File: src/rtl/load_store_sched_if.sv
// load_store_sched_if
//   Requester-side bundle for the load/store scheduler. The four requesters
//   drive req/dir/len. The scheduler returns grant and completion status
//   along with the shared volume.
//
//   req   [3:0]          request per requester, held until its done pulse
//   dir   [3:0]          1 = fill, 0 = drain (sampled at grant)
//   len   [4*LBITS-1:0]  units per requester, requester i at [i*LBITS +: LBITS]
//   gnt   [3:0]          one-hot grant
//   done  [3:0]          one-cycle completion pulse
//   trunc                transfer ended short of len (valid with done)
//   vol   [CBITS-1:0]    current volume
//   full / empty         vol == N / vol == 0
interface load_store_sched_if #(
   parameter int CBITS = 16,
   parameter int LBITS = 8
);
   logic [3:0]         req;
   logic [3:0]         dir;
   logic [4*LBITS-1:0] len;
   logic [3:0]         gnt;
   logic [3:0]         done;
   logic               trunc;
   logic [CBITS-1:0]   vol;
   logic               full;
   logic               empty;

   modport master (
      output req, dir, len,
      input  gnt, done, trunc, vol, full, empty
   );

   modport slave (
      input  req, dir, len,
      output gnt, done, trunc, vol, full, empty
   );
endinterface

File: src/rtl/load_store_sched.sv
// load_store_sched
//   Round-robin scheduler for one shared load/store volume register. Four
//   requesters take turns. The granted requester fills or drains the volume
//   by one unit per cycle, up to its requested length. The volume clamps at
//   0 and N.
//
//   Ports:
//     i_clk      clock, rising edge
//     i_rst      synchronous active-high reset
//     sched_bus  load_store_sched_if.slave: req/dir/len in,
//                gnt/done/trunc/vol/full/empty out
//
//   state | meaning
//   ------+-------------------------------------------------------------
//   IDLE  | no owner; arbitrate among eligible requesters each edge
//   XFER  | owner granted; step vol by one unit per edge until finished
//   DONE  | done pulse and final gnt cycle; return to IDLE on next edge
module load_store_sched #(
   parameter int N     = 50000,
   parameter int CBITS = 16,
   parameter int LBITS = 8
) (
   input  logic               i_clk,
   input  logic               i_rst,
   load_store_sched_if.slave  sched_bus
);

   localparam logic [CBITS-1:0] VOL_MAX = CBITS'(N);

   typedef enum logic [1:0] {
      IDLE = 2'd0,
      XFER = 2'd1,
      DONE = 2'd2
   } state_t;

   state_t            r_state, w_state_nxt;
   logic [CBITS-1:0]  r_vol,   w_vol_nxt;
   logic [1:0]        r_ptr,   w_ptr_nxt;
   logic [1:0]        r_owner, w_owner_nxt;
   logic              r_dir,   w_dir_nxt;
   logic [LBITS-1:0]  r_rem,   w_rem_nxt;
   logic [3:0]        r_gnt,   w_gnt_nxt;
   logic [3:0]        r_done,  w_done_nxt;
   logic              r_trunc, w_trunc_nxt;

   logic [3:0]        w_elig;
   logic              w_win_vld;
   logic [1:0]        w_win_idx;
   logic [1:0]        w_cand;
   logic [LBITS-1:0]  w_win_len;
   logic              w_at_limit;

   // Requests that cannot move the volume stay pending and do not compete.
   always_comb begin
      w_elig = '0;
      for (int i = 0; i < 4; i++) begin
         w_elig[i] = sched_bus.req[i] &
                     (sched_bus.dir[i] ? (r_vol < VOL_MAX) : (r_vol != '0));
      end
   end

   // Scan from the farthest offset back to ptr so the nearest eligible
   // requester is the last one written and therefore wins.
   always_comb begin
      w_win_vld = 1'b0;
      w_win_idx = r_ptr;
      w_cand    = r_ptr;
      for (int k = 3; k >= 0; k--) begin
         w_cand = r_ptr + 2'(k);
         if (w_elig[w_cand]) begin
            w_win_vld = 1'b1;
            w_win_idx = w_cand;
         end
      end
   end

   assign w_win_len  = sched_bus.len[w_win_idx*LBITS +: LBITS];
   assign w_at_limit = r_dir ? (r_vol == VOL_MAX) : (r_vol == '0);

   always_comb begin
      w_state_nxt = r_state;
      w_vol_nxt   = r_vol;
      w_ptr_nxt   = r_ptr;
      w_owner_nxt = r_owner;
      w_dir_nxt   = r_dir;
      w_rem_nxt   = r_rem;
      w_gnt_nxt   = r_gnt;
      w_done_nxt  = r_done;
      w_trunc_nxt = r_trunc;

      case (r_state)
         IDLE: begin
            w_gnt_nxt   = '0;
            w_done_nxt  = '0;
            w_trunc_nxt = 1'b0;
            if (w_win_vld) begin
               w_state_nxt = XFER;
               w_gnt_nxt   = 4'(1) << w_win_idx;
               w_owner_nxt = w_win_idx;
               w_dir_nxt   = sched_bus.dir[w_win_idx];
               w_rem_nxt   = w_win_len;
               w_ptr_nxt   = w_win_idx + 2'd1;
            end
         end

         XFER: begin
            // Abort wins over normal completion, which wins over clamping.
            if (!sched_bus.req[r_owner]) begin
               w_state_nxt = DONE;
               w_done_nxt  = 4'(1) << r_owner;
               w_trunc_nxt = 1'b1;
            end else if (r_rem == '0) begin
               w_state_nxt = DONE;
               w_done_nxt  = 4'(1) << r_owner;
               w_trunc_nxt = 1'b0;
            end else if (w_at_limit) begin
               w_state_nxt = DONE;
               w_done_nxt  = 4'(1) << r_owner;
               w_trunc_nxt = 1'b1;
            end else begin
               w_vol_nxt = r_dir ? (r_vol + CBITS'(1)) : (r_vol - CBITS'(1));
               w_rem_nxt = r_rem - LBITS'(1);
            end
         end

         DONE: begin
            w_state_nxt = IDLE;
            w_gnt_nxt   = '0;
            w_done_nxt  = '0;
            w_trunc_nxt = 1'b0;
         end

         default: begin
            w_state_nxt = IDLE;
            w_gnt_nxt   = '0;
            w_done_nxt  = '0;
            w_trunc_nxt = 1'b0;
         end
      endcase
   end

   always_ff @(posedge i_clk) begin
      if (i_rst) begin
         r_state <= IDLE;
         r_vol   <= '0;
         r_ptr   <= '0;
         r_owner <= '0;
         r_dir   <= 1'b0;
         r_rem   <= '0;
         r_gnt   <= '0;
         r_done  <= '0;
         r_trunc <= 1'b0;
      end else begin
         r_state <= w_state_nxt;
         r_vol   <= w_vol_nxt;
         r_ptr   <= w_ptr_nxt;
         r_owner <= w_owner_nxt;
         r_dir   <= w_dir_nxt;
         r_rem   <= w_rem_nxt;
         r_gnt   <= w_gnt_nxt;
         r_done  <= w_done_nxt;
         r_trunc <= w_trunc_nxt;
      end
   end

   assign sched_bus.gnt   = r_gnt;
   assign sched_bus.done  = r_done;
   assign sched_bus.trunc = r_trunc;
   assign sched_bus.vol   = r_vol;
   assign sched_bus.full  = (r_vol == VOL_MAX);
   assign sched_bus.empty = (r_vol == '0);

endmodule

File: src/flat_wrapper.sv
// flat-port wrapper written by rule: the top's interface ports become plain ports
module load_store_sched_flat 
#(
   parameter int N     = 50000,
   parameter int CBITS = 16,
   parameter int LBITS = 8
)
  (i_clk, i_rst, sched_bus_req, sched_bus_dir, sched_bus_len, sched_bus_gnt, sched_bus_done, sched_bus_trunc, sched_bus_vol, sched_bus_full, sched_bus_empty);
  load_store_sched_if #(.CBITS(CBITS), .LBITS(LBITS)) sched_bus_i ();
  input  logic i_clk;
  input  logic i_rst;
  input wire logic [$bits(sched_bus_i.req)-1:0] sched_bus_req;
  input wire logic [$bits(sched_bus_i.dir)-1:0] sched_bus_dir;
  input wire logic [$bits(sched_bus_i.len)-1:0] sched_bus_len;
  output wire logic [$bits(sched_bus_i.gnt)-1:0] sched_bus_gnt;
  output wire logic [$bits(sched_bus_i.done)-1:0] sched_bus_done;
  output wire logic [$bits(sched_bus_i.trunc)-1:0] sched_bus_trunc;
  output wire logic [$bits(sched_bus_i.vol)-1:0] sched_bus_vol;
  output wire logic [$bits(sched_bus_i.full)-1:0] sched_bus_full;
  output wire logic [$bits(sched_bus_i.empty)-1:0] sched_bus_empty;
  assign sched_bus_i.req = sched_bus_req;
  assign sched_bus_i.dir = sched_bus_dir;
  assign sched_bus_i.len = sched_bus_len;
  assign sched_bus_gnt = sched_bus_i.gnt;
  assign sched_bus_done = sched_bus_i.done;
  assign sched_bus_trunc = sched_bus_i.trunc;
  assign sched_bus_vol = sched_bus_i.vol;
  assign sched_bus_full = sched_bus_i.full;
  assign sched_bus_empty = sched_bus_i.empty;
  load_store_sched #(.N(N), .CBITS(CBITS), .LBITS(LBITS)) u_core (.i_clk(i_clk), .i_rst(i_rst), .sched_bus(sched_bus_i));
endmodule
File: config.mk
export PLATFORM = sky130hd
export DESIGN_NAME = load_store_sched_flat
export DESIGN_NICKNAME = d
export VERILOG_FILES = /design/src/rtl/load_store_sched_if.sv /design/src/rtl/load_store_sched.sv /design/src/flat_wrapper.sv
export SDC_FILE = /design/constraint.sdc
export NUM_CORES = 1
export LEC_CHECK = 0
export ABC_AREA = 1
export CORE_MARGIN = 4
export CORE_UTILIZATION = 47
export DETAILED_ROUTE_END_ITERATION = 8
export GPL_TIMING_DRIVEN = 1
export PLACE_DENSITY_LB_ADDON = 0.05
export REMOVE_ABC_BUFFERS = 1
export SLEW_MARGIN = 40
export SYNTH_ARGS = -nofsm -noshare
export SYNTH_HDL_FRONTEND = slang
export SYNTH_SLANG_ARGS = --single-unit
export TNS_END_PERCENT = 5
File: constraint.sdc
create_clock -name i_clk -period 2.5 [get_ports i_clk]
set_clock_uncertainty 0.2 [all_clocks]
set_input_delay 0.25 -clock i_clk [delete_from_list [all_inputs] [get_ports i_clk]]
set_output_delay 0.25 -clock i_clk [all_outputs]
set_load 0.05 [all_outputs]
==> summary.txt <==
Synth
  – Synth top area share: 25.1%
  – EDFF count, synth: 0
  – Synthesized area per cell: between 6 and 7 um2
  – Count leader, synth: nand2_1
  – Seq/Total Area, Yosys: approximately a quarter
  – Post-synthesis register bit count: 40
  – Synth area leaders: dfxtp_1 25%, nand2_1 14%, nand3_1 8.0%
  – Synth cell count leaders: 123 x nand2_1, 66 x inv_1, 51 x nand3_1
  – Yosys warnings: 0
  – Yosys top cell by area: dfxtp_1
  – Mapped cell area: 3190 um2
  – Top_reg_cell synth: dfxtp_1
  – Netlist cell types: 36
  – Post-synth ARST share: 0%
  – Gate Count Post-Synth: 500

Critical path
  – Setup CP Type: reg -> reg
  – CP Capture Type: register
  – Reg2reg setup slack: -0.1 ns
  – Max Fanout on Critical Path: 10
  – WP data arrival: between 2 and 3 ns
  – CP Cell Sequence: nor2_1 > nand2_1 > nor2_4 > nand3b_1 > nand3_2 > nand2_2 > nand3_2 > nand2_4 > o21ai_4 > nand3_4 > buf_6 > nand2_8 > nand2_1 > nand3_1 > nand2_1 > nand2_1 > nand3_2 > nand2_1 > inv_1
  – Delay of the slowest cell on the worst path: roughly 0.34 ns
  – Critical-path top delay cell: dfxtp_2
  – Crit start category: register
  – Crit path required time: 2.49 ns
  – Most frequent CP cell: nand2_1

Clock network
  – TritonCTS clock tree: yes
  – Clk root buf: clkbuf_8
  – # hold bufs at CTS: 0
  – Skew-Pair Late Insertion Delay: ~0.29 ns
  – CTS buffer count: 5
  – # H-tree levels: 2
  – Clk slew on worst S/H paths: ~0.080 ns
  – Clk buf depth: 2
  – Clock Sink Count: 40

Floorplan
  – Row Count: 29
  – Die area: between 8000 and 9000 um2
  – Num ports: 69
  – Die Wd: between 90 and 100 um
  – Initial Utilization: around half
  – Core Region: roughly 6500 um2
  – Die Span Y: about 90 um

Placed design
  – Post-DP Area: around 4400 um2
  – Hpwl dp: 6.84 mm
  – Port Buf Inserts: between 60 and 70
  – GPL Wtd Cong: a little under 0.9

Global route
  – Initial antenna violation count: 0
  – Gr usage total: around 21%
  – Vias in the first global route: 3,310
  – GRT overflow: 0
  – Largest net degree at the start of global routing: 24
  – First-pass GRT wire length: 14.6 mm

Layout
  – Area growth, synth to finish: 49.9%
  – # diodes: 0
  – Layout cell share with drive strength beyond 1: 24.7%
  – Nets: about 690
  – Fin area: between 4000 and 5000 um2
  – Fillers: 529

STA
  – Max Clock Freq: between 0.3 and 0.4 GHz
  – Slew HR: about two thirds
  – RSZ-0062 raised after global routing: true
  – Slew Viols, Final: 0
  – Final TNS setup: -0.720 ns
  – Final hold violation count: 0
  – Tmin final: 2.60 ns
  – Worst-Margin Slew: a little over 0.5 ns
  – Tcrit/Tclk final: 104%
  – # setup viols final: 10
  – Fin worst setup slack: -0.0996 ns

Detailed routing
  – WL final: around 9.1 mm
  – DR pass1 iterations: 4
  – DRC viols: 0
  – Top sig layer: met4
  – WL met3: between 300 and 400 um
  – WL/cell: roughly 13 um
  – Vias per cell: 5.16
  – Met2 Wirelength: 4.47 mm
  – Post-route ant nets: 0
  – Vias: ~3,700
  – WL met1: approximately 4.2 mm
  – Iteration-0 DRC Markers: 190

Run
  – Max Cap Viol: 0

Run status
  – Status: finished with violations
  – Failing checks: setup timing

Min path
  – Worst min path class: reg -> reg
registers in the layout, indices dropped and copies added, names as in the netlist:
name                    cells
u_core.r_owner              2
u_core.r_state              2
u_core.r_dir                1
u_core.sched_bus.done       4
u_core.sched_bus.gnt        4
u_core.r_ptr                2
u_core.sched_bus.trunc      1
u_core.r_rem                8
u_core.sched_bus.vol       16
layer usage:
metal / up-vias / track usage, %
li1: 1886 / -
met1: 1682 / 26.8
met2: 78 / 35.2
met3: 8 / 3.33
met4: 0 / 5.23
met5: - / 0
repair_timing:
action | in CTS | in global routing
gates cloned | 0 | 2
pin swaps | 3 | 33
gates resized for setup | 11 | 49
endpoints found under the setup margin | 18 | 33
setup buffers | 0 | 5
placed cells by master, fill, tap and decap left out, types with 3 or more instances in the layout:
cell type        count
or2_2                4
buf_6                3
xor2_1              10
o21ai_0             29
nand4_1              6
buf_12               4
nor2_4               6
o21ai_1              7
inv_1               64
xnor2_1              6
a211oi_1             3
ha_1                15
clkdlybuf4s50_1     66
clkbuf_8             6
nand2_2             17
nor2_2               6
nand3_2             13
nand2_1            111
inv_2                7
nor3_1               4
dfxtp_1             32
dfxtp_2              6
nand3_1             43
o21bai_1             4
a31oi_1              4
a21oi_1             32
nand2_4              4
a21oi_2              5
buf_4               62
nor2_1              30
worst paths after layout:
| path | from | end | cells after the start |
|---|---|---|---|
| worst max-delay path | u_core.sched_bus.vol[8]$_SDFFE_PP0P_ | u_core.r_rem[2]$_SDFFE_PP0P_ | 19 |
| worst min-delay path | u_core.sched_bus.done[0]$_SDFFE_PP0P_ | u_core.sched_bus.done[0]$_SDFFE_PP0P_ | 2 |
| worst max register to register | u_core.sched_bus.vol[8]$_SDFFE_PP0P_ | u_core.r_rem[2]$_SDFFE_PP0P_ | 19 |
| worst min register to register | u_core.sched_bus.done[0]$_SDFFE_PP0P_ | u_core.sched_bus.done[0]$_SDFFE_PP0P_ | 2 |
through the flow:
step	setup slack [ns]	util, %	hold WS (ns)	instances
floorplan	-0.981	-	0.119	485
global placement	-0.114	68.0	0.254	693
detailed placement	-0.155	68.0	0.254	693
CTS	-0.0138	70.3	0.267	701
global route	-0.271	73.9	0.289	708
finish	-0.0996	73.9	0.265	708
cell type report:
type | instances | area [um2] | share of cell area (%)
multi-input combinational | 375 | 2220 | 46.5
timing repair buffer | 137 | 1280 | 26.8
sequential | 40 | 816 | 17.1
inverter | 71 | 267 | 5.58
tap | 77 | 96.3 | 2.02
clock buffer | 6 | 82.6 | 1.73
clock inverter | 2 | 15.0 | 0.314
critical path, delay by kind of cell (launching register included):
family | cells | cell delay [ns]
DFF | 1 | 0.34
buffers and inverters | 2 | 0.20
AOI/OAI and AO/OA | 1 | 0.18
and+or+nand+nor | 16 | 1.58
kinds of logic after synthesis:
logic type	share of synthesized area, %
AO/OA/AOI/OAI	16.2
adder cells (fa/ha/maj)	6.91
XOR/XNOR	4.40
buffers and inverters	11.2
flip-flops	25.1
AND/OR/NAND/NOR	36.1
Power is not shown: default switching activity piles up to over one toggle a cycle in this logic, so the estimate is an artifact.
